### src/rtl/complete_arb.sv
// complete_arb
//   Completion arbiter: collects results from NUM_FU functional-unit channels
//   into one holding entry per channel and broadcasts up to NUM_CDB of them per
//   cycle on the common data bus, round-robin from rr_ptr.
//
// Ports
//   clk, rst                 single clock, synchronous active-high reset
//   flush                    drop every held result and any pending broadcast
//   fu_valid/fu_ready        per-channel completion handshake
//   fu_result/preg/rob       flattened per-channel payload, channel i at [i*W +: W]
//   cdb_valid/data/preg/rob  registered broadcast slots, valid for one cycle
//   preg_ready_set           registered one-hot OR of broadcast tags (tag 0 excluded)
//   stall_cnt                saturating count of cycles with an ungranted held entry

// One holding entry per channel. The load strobe is already qualified by
// fu_ready, so it never fires in a flush or reset cycle.
module complete_arb_lane #(
  parameter int XLEN   = 32,
  parameter int PREG_W = 6,
  parameter int ROB_W  = 4
) (
  input  logic              clk,
  input  logic              rst,
  input  logic              flush,
  input  logic              load,
  input  logic              grant,
  input  logic [XLEN-1:0]   din,
  input  logic [PREG_W-1:0] pin,
  input  logic [ROB_W-1:0]  rin,
  output logic              hold_v,
  output logic [XLEN-1:0]   data,
  output logic [PREG_W-1:0] preg,
  output logic [ROB_W-1:0]  rob
);
  always_ff @(posedge clk) begin
    if (rst)        hold_v <= 1'b0;
    else if (flush) hold_v <= 1'b0;
    else if (load)  hold_v <= 1'b1;   // reload wins over a same-edge grant
    else if (grant) hold_v <= 1'b0;
  end

  always_ff @(posedge clk) begin
    if (load) begin
      data <= din;
      preg <= pin;
      rob  <= rin;
    end
  end
endmodule

module complete_arb #(
  parameter int NUM_FU  = 4,
  parameter int NUM_CDB = 2,
  parameter int XLEN    = 32,
  parameter int PREG_W  = 6,
  parameter int ROB_W   = 4
) (
  input  logic                      clk,
  input  logic                      rst,
  input  logic                      flush,
  input  logic [NUM_FU-1:0]         fu_valid,
  output logic [NUM_FU-1:0]         fu_ready,
  input  logic [NUM_FU*XLEN-1:0]    fu_result,
  input  logic [NUM_FU*PREG_W-1:0]  fu_preg,
  input  logic [NUM_FU*ROB_W-1:0]   fu_rob,
  output logic [NUM_CDB-1:0]        cdb_valid,
  output logic [NUM_CDB*XLEN-1:0]   cdb_data,
  output logic [NUM_CDB*PREG_W-1:0] cdb_preg,
  output logic [NUM_CDB*ROB_W-1:0]  cdb_rob,
  output logic [2**PREG_W-1:0]      preg_ready_set,
  output logic [15:0]               stall_cnt
);
  localparam int PTR_W = (NUM_FU > 1) ? $clog2(NUM_FU) : 1;
  localparam int PW1   = PTR_W + 1;
  localparam int CNT_W = $clog2(NUM_CDB + 1);
  localparam logic [PW1-1:0]   FU_W    = PW1'(NUM_FU);
  localparam logic [PTR_W-1:0] LAST_FU = PTR_W'(NUM_FU - 1);
  localparam logic [CNT_W-1:0] CDB_MAX = CNT_W'(NUM_CDB);

  // unpacked views of the flattened payload buses (same bit layout)
  logic [NUM_FU-1:0][XLEN-1:0]   in_data;
  logic [NUM_FU-1:0][PREG_W-1:0] in_preg;
  logic [NUM_FU-1:0][ROB_W-1:0]  in_rob;
  assign in_data = fu_result;
  assign in_preg = fu_preg;
  assign in_rob  = fu_rob;

  logic [NUM_FU-1:0]             hold_v;
  logic [NUM_FU-1:0][XLEN-1:0]   hold_data;
  logic [NUM_FU-1:0][PREG_W-1:0] hold_preg;
  logic [NUM_FU-1:0][ROB_W-1:0]  hold_rob;

  logic [PTR_W-1:0] rr_ptr;
  logic [NUM_FU-1:0] grant;
  logic [NUM_FU-1:0] accept;

  // registered broadcast state
  logic [NUM_CDB-1:0]             cdb_v_q;
  logic [NUM_CDB-1:0][XLEN-1:0]   cdb_d_q;
  logic [NUM_CDB-1:0][PREG_W-1:0] cdb_p_q;
  logic [NUM_CDB-1:0][ROB_W-1:0]  cdb_r_q;

  // ---------------------------------------------------------------- grant
  // Walk the channels starting at rr_ptr, wrapping at NUM_FU, and hand the
  // first NUM_CDB held entries to slots 0,1,... in that order. Only registered
  // state feeds this, so fu_ready never depends on fu_valid.
  logic [NUM_CDB-1:0]            slot_v;
  logic [NUM_CDB-1:0][PTR_W-1:0] slot_idx;
  logic [PTR_W-1:0]              last_idx;
  logic                          any_grant;
  logic [CNT_W-1:0]              cnt;
  logic [PW1-1:0]                sum;
  logic [PTR_W-1:0]              idx;

  always_comb begin
    grant     = '0;
    slot_v    = '0;
    slot_idx  = '0;
    last_idx  = '0;
    any_grant = 1'b0;
    cnt       = '0;
    sum       = '0;
    idx       = '0;
    for (int k = 0; k < NUM_FU; k++) begin
      sum = {1'b0, rr_ptr} + PW1'(k);
      if (sum >= FU_W) sum = sum - FU_W;
      idx = sum[PTR_W-1:0];
      if (hold_v[idx] && (cnt < CDB_MAX)) begin
        grant[idx] = 1'b1;
        for (int s = 0; s < NUM_CDB; s++) begin
          if (cnt == CNT_W'(s)) begin
            slot_v[s]   = 1'b1;
            slot_idx[s] = idx;
          end
        end
        cnt       = cnt + CNT_W'(1);
        last_idx  = idx;
        any_grant = 1'b1;
      end
    end
  end

  // a channel may refill the same edge its held entry leaves on the bus
  assign fu_ready = {NUM_FU{!rst && !flush}} & (~hold_v | grant);
  assign accept   = fu_valid & fu_ready;

  // ---------------------------------------------------------------- lanes
  for (genvar g = 0; g < NUM_FU; g++) begin : g_lane
    complete_arb_lane #(.XLEN(XLEN), .PREG_W(PREG_W), .ROB_W(ROB_W)) u_lane (
      .clk    (clk),
      .rst    (rst),
      .flush  (flush),
      .load   (accept[g]),
      .grant  (grant[g]),
      .din    (in_data[g]),
      .pin    (in_preg[g]),
      .rin    (in_rob[g]),
      .hold_v (hold_v[g]),
      .data   (hold_data[g]),
      .preg   (hold_preg[g]),
      .rob    (hold_rob[g])
    );
  end

  // ---------------------------------------------------------------- next bus
  logic [NUM_CDB-1:0][XLEN-1:0]   nxt_data;
  logic [NUM_CDB-1:0][PREG_W-1:0] nxt_preg;
  logic [NUM_CDB-1:0][ROB_W-1:0]  nxt_rob;
  logic [2**PREG_W-1:0]           nxt_mask;

  // Tag 0 is the architectural zero register: it still broadcasts but never
  // marks anything ready. Duplicate tags simply OR into the same bit.
  always_comb begin
    nxt_data = '0;
    nxt_preg = '0;
    nxt_rob  = '0;
    nxt_mask = '0;
    for (int s = 0; s < NUM_CDB; s++) begin
      nxt_data[s] = hold_data[slot_idx[s]];
      nxt_preg[s] = hold_preg[slot_idx[s]];
      nxt_rob[s]  = hold_rob[slot_idx[s]];
      if (slot_v[s] && (nxt_preg[s] != '0)) nxt_mask[nxt_preg[s]] = 1'b1;
    end
  end

  logic [PTR_W-1:0] rr_nxt;
  logic             stall_now;
  assign rr_nxt    = (last_idx == LAST_FU) ? '0 : last_idx + PTR_W'(1);
  assign stall_now = |(hold_v & ~grant);

  // ---------------------------------------------------------------- registers
  // Flush suppresses this cycle's broadcast but leaves rr_ptr and stall_cnt
  // as they were; the discarded grants never happened as far as fairness goes.
  always_ff @(posedge clk) begin
    if (rst) begin
      cdb_v_q        <= '0;
      cdb_d_q        <= '0;
      cdb_p_q        <= '0;
      cdb_r_q        <= '0;
      preg_ready_set <= '0;
      rr_ptr         <= '0;
      stall_cnt      <= '0;
    end else if (flush) begin
      cdb_v_q        <= '0;
      preg_ready_set <= '0;
    end else begin
      cdb_v_q        <= slot_v;
      cdb_d_q        <= nxt_data;
      cdb_p_q        <= nxt_preg;
      cdb_r_q        <= nxt_rob;
      preg_ready_set <= nxt_mask;
      if (any_grant) rr_ptr <= rr_nxt;
      if (stall_now && (stall_cnt != 16'hFFFF)) stall_cnt <= stall_cnt + 16'd1;
    end
  end

  assign cdb_valid = cdb_v_q;
  assign cdb_data  = cdb_d_q;
  assign cdb_preg  = cdb_p_q;
  assign cdb_rob   = cdb_r_q;
endmodule

### config.mk
export PLATFORM = sky130hd
export DESIGN_NAME = complete_arb
export DESIGN_NICKNAME = d
export VERILOG_FILES = /design/src/rtl/complete_arb.sv
export SDC_FILE = /design/constraint.sdc
export NUM_CORES = 1
export LEC_CHECK = 0
export CELL_PAD_IN_SITES_DETAIL_PLACEMENT = 1
export CELL_PAD_IN_SITES_GLOBAL_PLACEMENT = 2
export CORE_ASPECT_RATIO = 1.75
export CORE_MARGIN = 2
export CORE_UTILIZATION = 32
export DETAILED_ROUTE_END_ITERATION = 7
export PLACE_DENSITY = 0.88
export SLEW_MARGIN = 20
export SYNTH_ARGS = -nofsm -noshare
export SYNTH_HDL_FRONTEND = slang
export SYNTH_SLANG_ARGS = --single-unit
### constraint.sdc
create_clock -name clk -period 5.7 [get_ports clk]
set_input_delay 1.14 -clock clk [delete_from_list [all_inputs] [get_ports clk]]
set_output_delay 1.14 -clock clk [all_outputs]
set_load 0.05 [all_outputs]
# [Yosys cells after proc, flatten, opt, wreduce, memory -nomap -nowiden]
# Cells that the tools add are included.
[classes] n_bitwise=11 muxes=80 n_addsub=11 eq_ne=5 n_reduce_logical=28 n_lt_le_gt_ge=21
[ops] operator="binary-select mux 32 bit (select 2 bit)" n=2
[ops] operator="two-way mux 64 bit" n=2
[ops] operator="two-way mux 32 bit" n=2
[ops] operator="OR 64 bit" n=1
[ops] operator="two-way mux 2 bit" n=20
[ops] operator="two-way mux 4 bit" n=9
[ops] operator="two-way mux 1 bit" n=29
[ops] operator="binary-select mux 6 bit (select 2 bit)" n=2
[ops] operator="less-than comparator 2 x 3 -> 1 bit (second input constant)" n=6
[ops] operator="adder 16 x 1 -> 16 bit (second input constant)" n=1
[ops] operator="binary-select mux 4 bit (select 2 bit)" n=2
[ops] operator="!= test 16 bit (second input constant)" n=1
[ops] operator="OR 4 bit" n=4
[ops] operator="less-than comparator 6 x 7 -> 1 bit (second input constant)" n=2
[ops] operator="logical AND 1 bit" n=13
[ops] operator="AND 4 bit" n=3
[ops] operator="demux 1 bit (select 6 bit)" n=2
[ops] operator=">= comparator 6 x 1 -> 1 bit (second input constant)" n=2
[ops] operator="two-way mux 6 bit" n=2
[ops] operator="nonzero test 6 bit" n=2
[ops] operator=">= comparator 3 bit (second input constant)" n=3
[ops] operator="binary-select mux 1 bit (select 2 bit)" n=4
[ops] operator="demux 1 bit (select 2 bit)" n=4
[ops] operator=">= comparator 2 x 1 -> 1 bit (second input constant)" n=4
[ops] operator="other kinds (16)" n=34
[word_totals] inputBits=175 output_inout_bits=170 wordCells=182 regBits=340

# [Depth between registers and ports, before layout]
# Gate-level depths: netlist of run 1.
[logic_depth] depth_word=23 mapped_depth=18 depth_no_buf=13

# [Hierarchy]
# A second synthesis of run 1 with hierarchy kept.
[unflattened] hier_cells=1129 area_unflattened_um2=14358.8
[modules_own_cells] mod="complete_arb" n_inst=1 cells_per_inst=945 area_each_um2=9133.8
[modules_own_cells] mod="complete_arb_lane" n_inst=4 cells_per_inst=46 area_each_um2=1306.3

# [Worst setup path before layout of run 1]
# No wires, ideal clock.
[synth_timing] path_type="flip-flop to output port" from="register rr_ptr[1]" to="output port fu_ready[0]" arrival_time_ns=3.323 path_slack_ns=1.237 n_path_buf=3 t_required_ns=4.560 path_stages_with_launch=13 cell_sequence="dfxtp_1 clkbuf_1 inv_1 ha_1 mux4_2 buf_2 ha_1 clkbuf_1 nand2b_1 a2bb2oi_2 nor2_1 a221o_1 and2_1"
[synth_between] elab_chain_len=16 elab_cells_between_ends=63
[synth_lines] item="start, declared" line="93" source="logic [PTR_W-1:0] rr_ptr;"
[synth_lines] item="start signal, assigned" line="212" source="if (any_grant) rr_ptr <= rr_nxt;"
[synth_lines] item=">= comparator 2 x 3 -> 1 bit or subtractor 2 x 1 -> 2 bit (tied branches)" line="126" source="if (sum >= FU_W) sum = sum - FU_W;"
[synth_lines] item="two-way mux 2 bit" line="126"
[synth_lines] item="binary-select mux 1 bit (select 2 bit)" line="128" source="if (hold_v[idx] && (cnt < CDB_MAX)) begin"
[synth_lines] item="two-way mux 1 bit (implied by the code)" line="128"
[synth_lines] item="two-way mux 1 bit" line="128"
[synth_lines] item="less-than comparator 2 bit" line="128"
[synth_lines] item="logical AND 1 bit" line="128"
[synth_lines] item="two-way mux 2 bit" line="128"
[synth_lines] item="less-than comparator 2 bit" line="128"
[synth_lines] item="logical AND 1 bit" line="128"
[synth_lines] item="two-way mux 2 bit" line="128"
[synth_lines] item="less-than comparator 2 bit" line="128"
[synth_lines] item="logical AND 1 bit" line="128"
[synth_lines] item="two-way mux 4 bit *" line="128"
[synth_lines] item="OR 4 bit *" line="144" source="assign fu_ready = {NUM_FU{!rst && !flush}} & (~hold_v | grant);"
[synth_lines] item="AND 4 bit *" line="144"
[synth_lines] item="end, declared" line="62" source="output logic [NUM_FU-1:0] fu_ready,"
# Every way passes the cells marked *; elsewhere a longest branch is shown, timed or not. The select of a mux whose other input is x is not followed.

# [Worst setup path after layout of run 1]
[layout_timing] from="register rr_ptr[0]" to="output port fu_ready[2]"
# The elaborated chain is that of the path after synthesis.

==> impl_metrics.yaml, run 1 <==
timing:
  postLayoutSetupSlackWorst_ns: 0.406
  setup-tns-final_ns: 0
  holdWs_ns: 0.462
  max_freq_mhz: 189
  setup_viol: 0
  fin_crit_sh: 0.929
  fin_crit_ns: 5.29
  worst_slew_pin_slew_ns: 1.06
  hold_violations: 0
  rsz0062_at_grt: "false"
  fin_worst_skew_ns: 0.00697
  slew_violations: 0
  slew_headroom: 0.296
setup_path:
  crit_start: "rr_ptr[0]"
  crit_slowest_cell: "ha_1"
  cpPeakStageDelay_ns: 0.62
  path_max_fanout: 12
  critPathKind: "reg -> out"
  crit-reg2reg-launch: "rr_ptr[0]"
  reg2reg_depth: 12
  critPathMostFrequentCell: "ha_1"
  cp-start-kind: "flip-flop"
  required_ns: 4.56
  crit_end: "fu_ready[2]"
  reg2reg_to: "preg_ready_set[53]"
  end_kind: "output pin"
  rrSetupSlack_ns: 0.70
  crit_chain: "inv_1, ha_1, mux4_2, ha_1, nand2b_1, a2bb2oi_2, nor2_1, buf_4, a221o_1, and2_1, buf_12"
  worstPathArrival_ns: 4.15
die:
  die_x_um: 169
  rows: 105
  start_util: 0.325
  die_area_um2: 49500
  die_h_um: 293
  coreArea_um2: 47000
  ioPinCount: 345
route:
  route.detailed.drc: 0
  dr.first_iter.drc_count: 784
  first_pass_iters: 6
  drt.antenna.violating_nets: 0
  avgViaCountPerCell: 5.65
  vias: 13300
  wl_per_cell_um: 26.0
  wirelength_mm: 61.5
power:
  combPwrFrac: 0.424
  clkPwrFrac: 0.258
  switchingPower_mw: 3.75
  vdd_drop_max_mv: 0.276
  p_seq_frac: 0.319
  powerDensity_nw_per_um2: 447
  swShare: 0.410
  finalPower_mw: 9.14
  p_leak_nw: 7.25
  p_int_mw: 5.39
finish:
  area_delta_synth_final_pct: 34.0
  layout-drive-gt1-share: 0.0875
  fin_nets: 1936
  final_util: 0.435
clock_tree:
  cts_tree: "yes"
  cts-root-buf: "clkbuf_16"
  cts_buffer_depth: 3
  cts_setup_buffers: 0
  cts.repair.resized: 0
  ctsHoldBuffers: 0
  clock-sinks: 340
  cts_max_level: 2
  insertion_delay_ns: 0.54
  cts.clk_slew.worst_paths_ns: 0.07
  cts_buffers: 34
synthesis:
  ys_top_cells_by_area: "edfxtp_1, dfxtp_1, nand2_1"
  synth_top_area_frac: 0.330
  yosysWarnings: 0
  syn_area_um2: 15300
  netlist_instances: 1447
  syn_nets: 1636
  yosysTopAreaCell: "edfxtp_1"
  synth_seq_area_share: 0.556
  ys_types: 75
  avgSynthCellArea_um2: 10.6
  async_flop_share: 0
  synth_ff_type: "dfxtp_1"
  synth-edff-count: 168
  synth-seq-cells: 340
grt:
  grt-ovfl-total: 0
  grt_pass1_vias: 14400
  antenna_found_initial: 3
  grt_max_degree: 86
  grtUsageTotal: 0.241
  grt_pass1_wl_mm: 89.9
hold_path:
  min_path_type: "reg -> reg"
placement:
  hpwl_mm: 42.8
  gp_congestion: 0.924
  place_ws_ns: 0.789
  port_buffers: 344
outcome:
  status: "finished, final reports clean"
flow_run:
  maxCapViolations: 0
sequential cells by signal (all words and copies together), names as in the netlist:
register              cells
cdb_preg                 12
cdb_data                 64
preg_ready_set           64
g_lane.u_lane.preg       24
g_lane.u_lane.rob        16
stall_cnt                16
g_lane.u_lane.hold_v      4
cdb_valid                 2
g_lane.u_lane.data      128
cdb_rob                   8
rr_ptr                    2
worst min path at each step:
stage,from,endpoint,slack (ns),depth (start not counted)
after floorplan,g_lane[3].u_lane.data[0],cdb_data[32],0.67,3
after CTS,cdb_data[30],cdb_data[30],0.46,2
after detailed placement,cdb_data[33],cdb_data[33],0.45,2
after global routing,cdb_data[45],cdb_data[45],0.48,2
after global placement,cdb_data[2],cdb_data[2],0.45,2
final,cdb_data[37],cdb_data[37],0.46,2
cell type report:
cell class,count,area (µm²)
Fill cell,5189,26600
Sequential cell,340,8490
Clock inverter,13,108
Multi-Input combinational cell,978,6240
Clock buffer,48,1040
Antenna cell,4,10.0
Tap cell,588,736
Timing Repair Buffer,378,3790
Inverter,15,56.3
cells in the mapped netlist, types with 4 or more instances:
library cell / count
nand4_1: 12
or3_1: 9
o21ai_0: 49
a221o_1: 6
and3_1: 47
nand3_1: 69
buf_6: 5
mux2i_1: 49
mux4_2: 4
a22oi_1: 4
o21ai_1: 6
dfxtp_1: 172
o22ai_1: 63
ha_1: 14
and2_1: 45
a211oi_1: 37
o211ai_2: 4
buf_1: 9
a21oi_1: 91
buf_2: 34
buf_4: 7
edfxtp_1: 168
inv_1: 15
nor2b_1: 9
a311o_1: 73
xor2_1: 13
a31oi_1: 5
clkbuf_1: 59
nor2_1: 37
mux2_2: 10
nand2_1: 249
nand3b_1: 6
metal layers:
layer | vias to the layer above | share of wire | track usage
li1 | 5985 | - | -
met1 | 6658 | 0.36 | 0.246
met2 | 529 | 0.53 | 0.460
met3 | 172 | 0.045 | 0.0321
met4 | 2 | 0.063 | 0.146
met5 | - | 0.00026 | 0
logic make-up after synthesis:
kind of cell             Yosys count  share of synthesized area
AND/OR/NAND/NOR                  509                      0.161
adder cells (fa/ha/maj)           14                     0.0115
AO/OA/AOI/OAI                    374                      0.177
flip-flops                       340                      0.556
other                              1                   0.000246
buffers and inverters            129                     0.0387
multiplexers                      66                     0.0482
XOR/XNOR                          14                    0.00803
stage by stage:
step,area (µm²),cells
floorplan,15300,1447
global placement,19300,2299
CTS,20500,2360
finish,20500,2364
global route,20500,2362
detailed placement,19300,2299
power by group through the flow:
stage / clock, mW / combinational, mW / sequential [mW]
floorplan: 0 / 1.95 / 3.47
global placement: 0 / 3.80 / 2.96
detailed placement: 0 / 3.86 / 2.96
CTS: 2.40 / 3.89 / 2.91
global route: 2.47 / 4.11 / 2.93
finish: 2.35 / 3.87 / 2.91
placed cells by master, fill, tap and decap left out, types with 14 or more instances in the layout:
master	n
a211oi_1	37
a21oi_1	91
a311o_1	73
and2_1	43
and3_1	43
buf_4	31
clkbuf_16	39
clkdlybuf4s50_1	338
dfxtp_1	172
edfxtp_1	168
ha_1	14
inv_1	15
mux2i_1	49
nand2_1	248
nand3_1	69
nor2_1	37
o21ai_0	49
o22ai_1	63
worst max-delay path, delay by kind of cell (launching register included):
family                     cells  cell delay (ns)
AOI/OAI and AO/OA              2             0.70
adders and majority gates      2             1.04
buffers and inverters          3             0.49
DFF                            1             0.35
muxes                          1             0.44
and+or+nand+nor                3             0.59
(Power assumes the default switching activity.)
==> run 2: changes to the inputs <==
HOLD_SLACK_MARGIN = 0.03   (was unset)
==> results of run 2 <==
No change in the layout: final DEF, timing and power equal those of run 1.
==> run 3: changes to the inputs <==
RECOVER_POWER = 100   (was unset)
SETUP_SLACK_MARGIN = 0.4   (was unset)
==> run 3 against run 2 <==
Cell area down 0.55%; sequential share of layout area up 0.23 points; cell count did not move; first-iteration DRC count is 1.9% higher; count of clock-buffer cells in the layout stayed put; via count down 0.55%; worst setup slack worse by 0.0070 ns; clock power barely moved; non-clock buffer count stayed put; die area did not move; critical path type unchanged; critical endpoint unchanged; largest power group unchanged.
==> impl_metrics.yaml, run 3 (synthesis results as in run 1) <==
outcome:
  status: "finished, final reports clean"
grt:
  grtUsageMet3: 0.0321
  met2_usage: 0.460
  grtUsageTotal: 0.241
  grt_max_degree: 86
  grt_pass1_vias: 14400
  gr-max-usage-layer: "met2"
  grt_pass1_wl_mm: 89.9
  grt-ovfl-total: 0
  gr-usage-met1: 0.246
  antenna_found_initial: 8
clock_tree:
  cts_buffer_depth: 3
  ctsHoldBuffers: 0
  cts.clk_slew.worst_paths_ns: 0.07
  cts_buffers: 34
  cts-root-buf: "clkbuf_16"
  cts_tree: "yes"
  insertion_delay_ns: 0.54
  cts_max_level: 2
  clock-sinks: 340
setup_path:
  cpPeakStageDelay_ns: 0.62
  crit_chain: "inv_1, ha_1, mux4_2, ha_1, nand2b_1, a2bb2oi_2, nor2_1, buf_4, a221o_1, and2_0, buf_12"
  end_kind: "output pin"
  crit_slowest_cell: "ha_1"
  required_ns: 4.56
  crit_family: "adder cells"
  cp-start-kind: "flip-flop"
  rrSetupSlack_ns: 0.45
  path_max_fanout: 12
  reg2reg_to: "cdb_data[16]"
  cp.depth: 11
  critPathKind: "reg -> out"
  reg2reg_depth: 13
  crit-reg2reg-launch: "rr_ptr[0]"
  worstPathArrival_ns: 4.16
  critPathMostFrequentCell: "ha_1"
  crit_buf_inv: 3
route:
  drt.antenna.violating_nets: 0
  wl_per_cell_um: 25.9
  first_pass_iters: 5
  vias: 13300
  dr.first_iter.drc_count: 799
  route.detailed.drc: 0
  avgViaCountPerCell: 5.61
  wirelength_mm: 61.3
die:
  rows: 105
  ioPinCount: 345
  die_h_um: 293
  start_util: 0.325
  coreArea_um2: 47000
  die_area_um2: 49500
  die_x_um: 169
placement:
  gp_congestion: 0.924
  numPlacedInstances: 2299
  hpwl_mm: 42.8
  port_buffers: 344
power:
  p_leak_nw: 7.73
  finalPower_mw: 9.02
  powerDensity_nw_per_um2: 443
  vdd_drop_max_mv: 0.272
finish:
  instances_no_fill: 2364
  layout-drive-gt1-share: 0.0784
  nFillCells: 5201
  area_delta_synth_final_pct: 33.3
  top_register: "g_lane.u_lane.data"
  mostFrequentLayoutCell: "dlygate4sd3_1"
  final_cell_mix: "dlygate4sd3_1, nand2_1, dfxtp_1, edfxtp_1, a21oi_1"
  largest_reg_flops: 128
  fin_nets: 1936
timing:
  fin_crit_ns: 5.30
  setup-tns-final_ns: 0
  fin_worst_skew_ns: 0.00777
  slew_headroom: 0.0446
  max_freq_mhz: 189
  hold_violations: 0
  rsz0062_at_grt: "false"
  slew_violations: 0
  setup_viol: 0
  worst_slew_pin_slew_ns: 1.43
  fin_crit_sh: 0.930
  holdWs_ns: 0.459
hold_path:
  min_from: "cdb_data[30]"
  holdPathStages: 2
  min_path_type: "reg -> reg"
  hold-path-endpoint: "cdb_data[30]"
flow_run:
  maxCapViolations: 0
[run 3: per-layer routing]
metal,vias to the layer above,part of all wire
li1,5983,-
met1,6612,0.36
met2,497,0.54
met3,176,0.042
met4,4,0.062
met5,-,0.00042
[run 3: per-stage QoR]
stage | instance area [µm²] | setup slack (ns) | utilization
finish | 20400 | 0.399 | 0.433
global route | 20400 | 0.215 | 0.433
CTS | 20500 | 0.427 | 0.435
detailed placement | 19300 | 0.789 | 0.411
global placement | 19300 | 0.971 | 0.411
floorplan | 15300 | 1.24 | -
[run 3: tightest hold or removal path, delay by kind of cell (launching register included)]
kind / cells / cell delay [ns]
DFF: 1 / 0.31
and+or+nand+nor: 1 / 0.06
AOI/OAI and AO/OA: 1 / 0.05
[run 3: what timing repair did]
item                                    CTS  global route
buffers inserted                          0             0
endpoints found under the hold margin     0             0
endpoints found under the setup margin    0             4
gates resized for setup                   0             1
[run 3: worst max-delay path by stage]
stage	start	end	slack [ns]
floorplan	rr_ptr[1]	fu_ready[0]	1.24
global placement	rr_ptr[0]	preg_ready_set[39]	0.97
detailed placement	rr_ptr[0]	preg_ready_set[53]	0.79
CTS	rr_ptr[0]	fu_ready[2]	0.43
global route	rr_ptr[0]	cdb_data[16]	0.21
finish	rr_ptr[0]	fu_ready[2]	0.40
[run 3: power breakdown]
group | switching (mW) | internal, mW
Combinational | 2.58 | 1.18
Clock | 1.02 | 1.33
Sequential | 0.131 | 2.78
Total | 3.73 | 5.29
[run 3: layout make-up]
class	instances	area (µm²)	area share
sequential	340	8490	0.417
multi-input combinational	978	6200	0.305
timing repair buffer	378	3710	0.182
clock buffer	48	1040	0.0511
tap	588	736	0.0361
clock inverter	13	108	0.00529
inverter	15	56.3	0.00277
antenna	4	10.0	0.000492
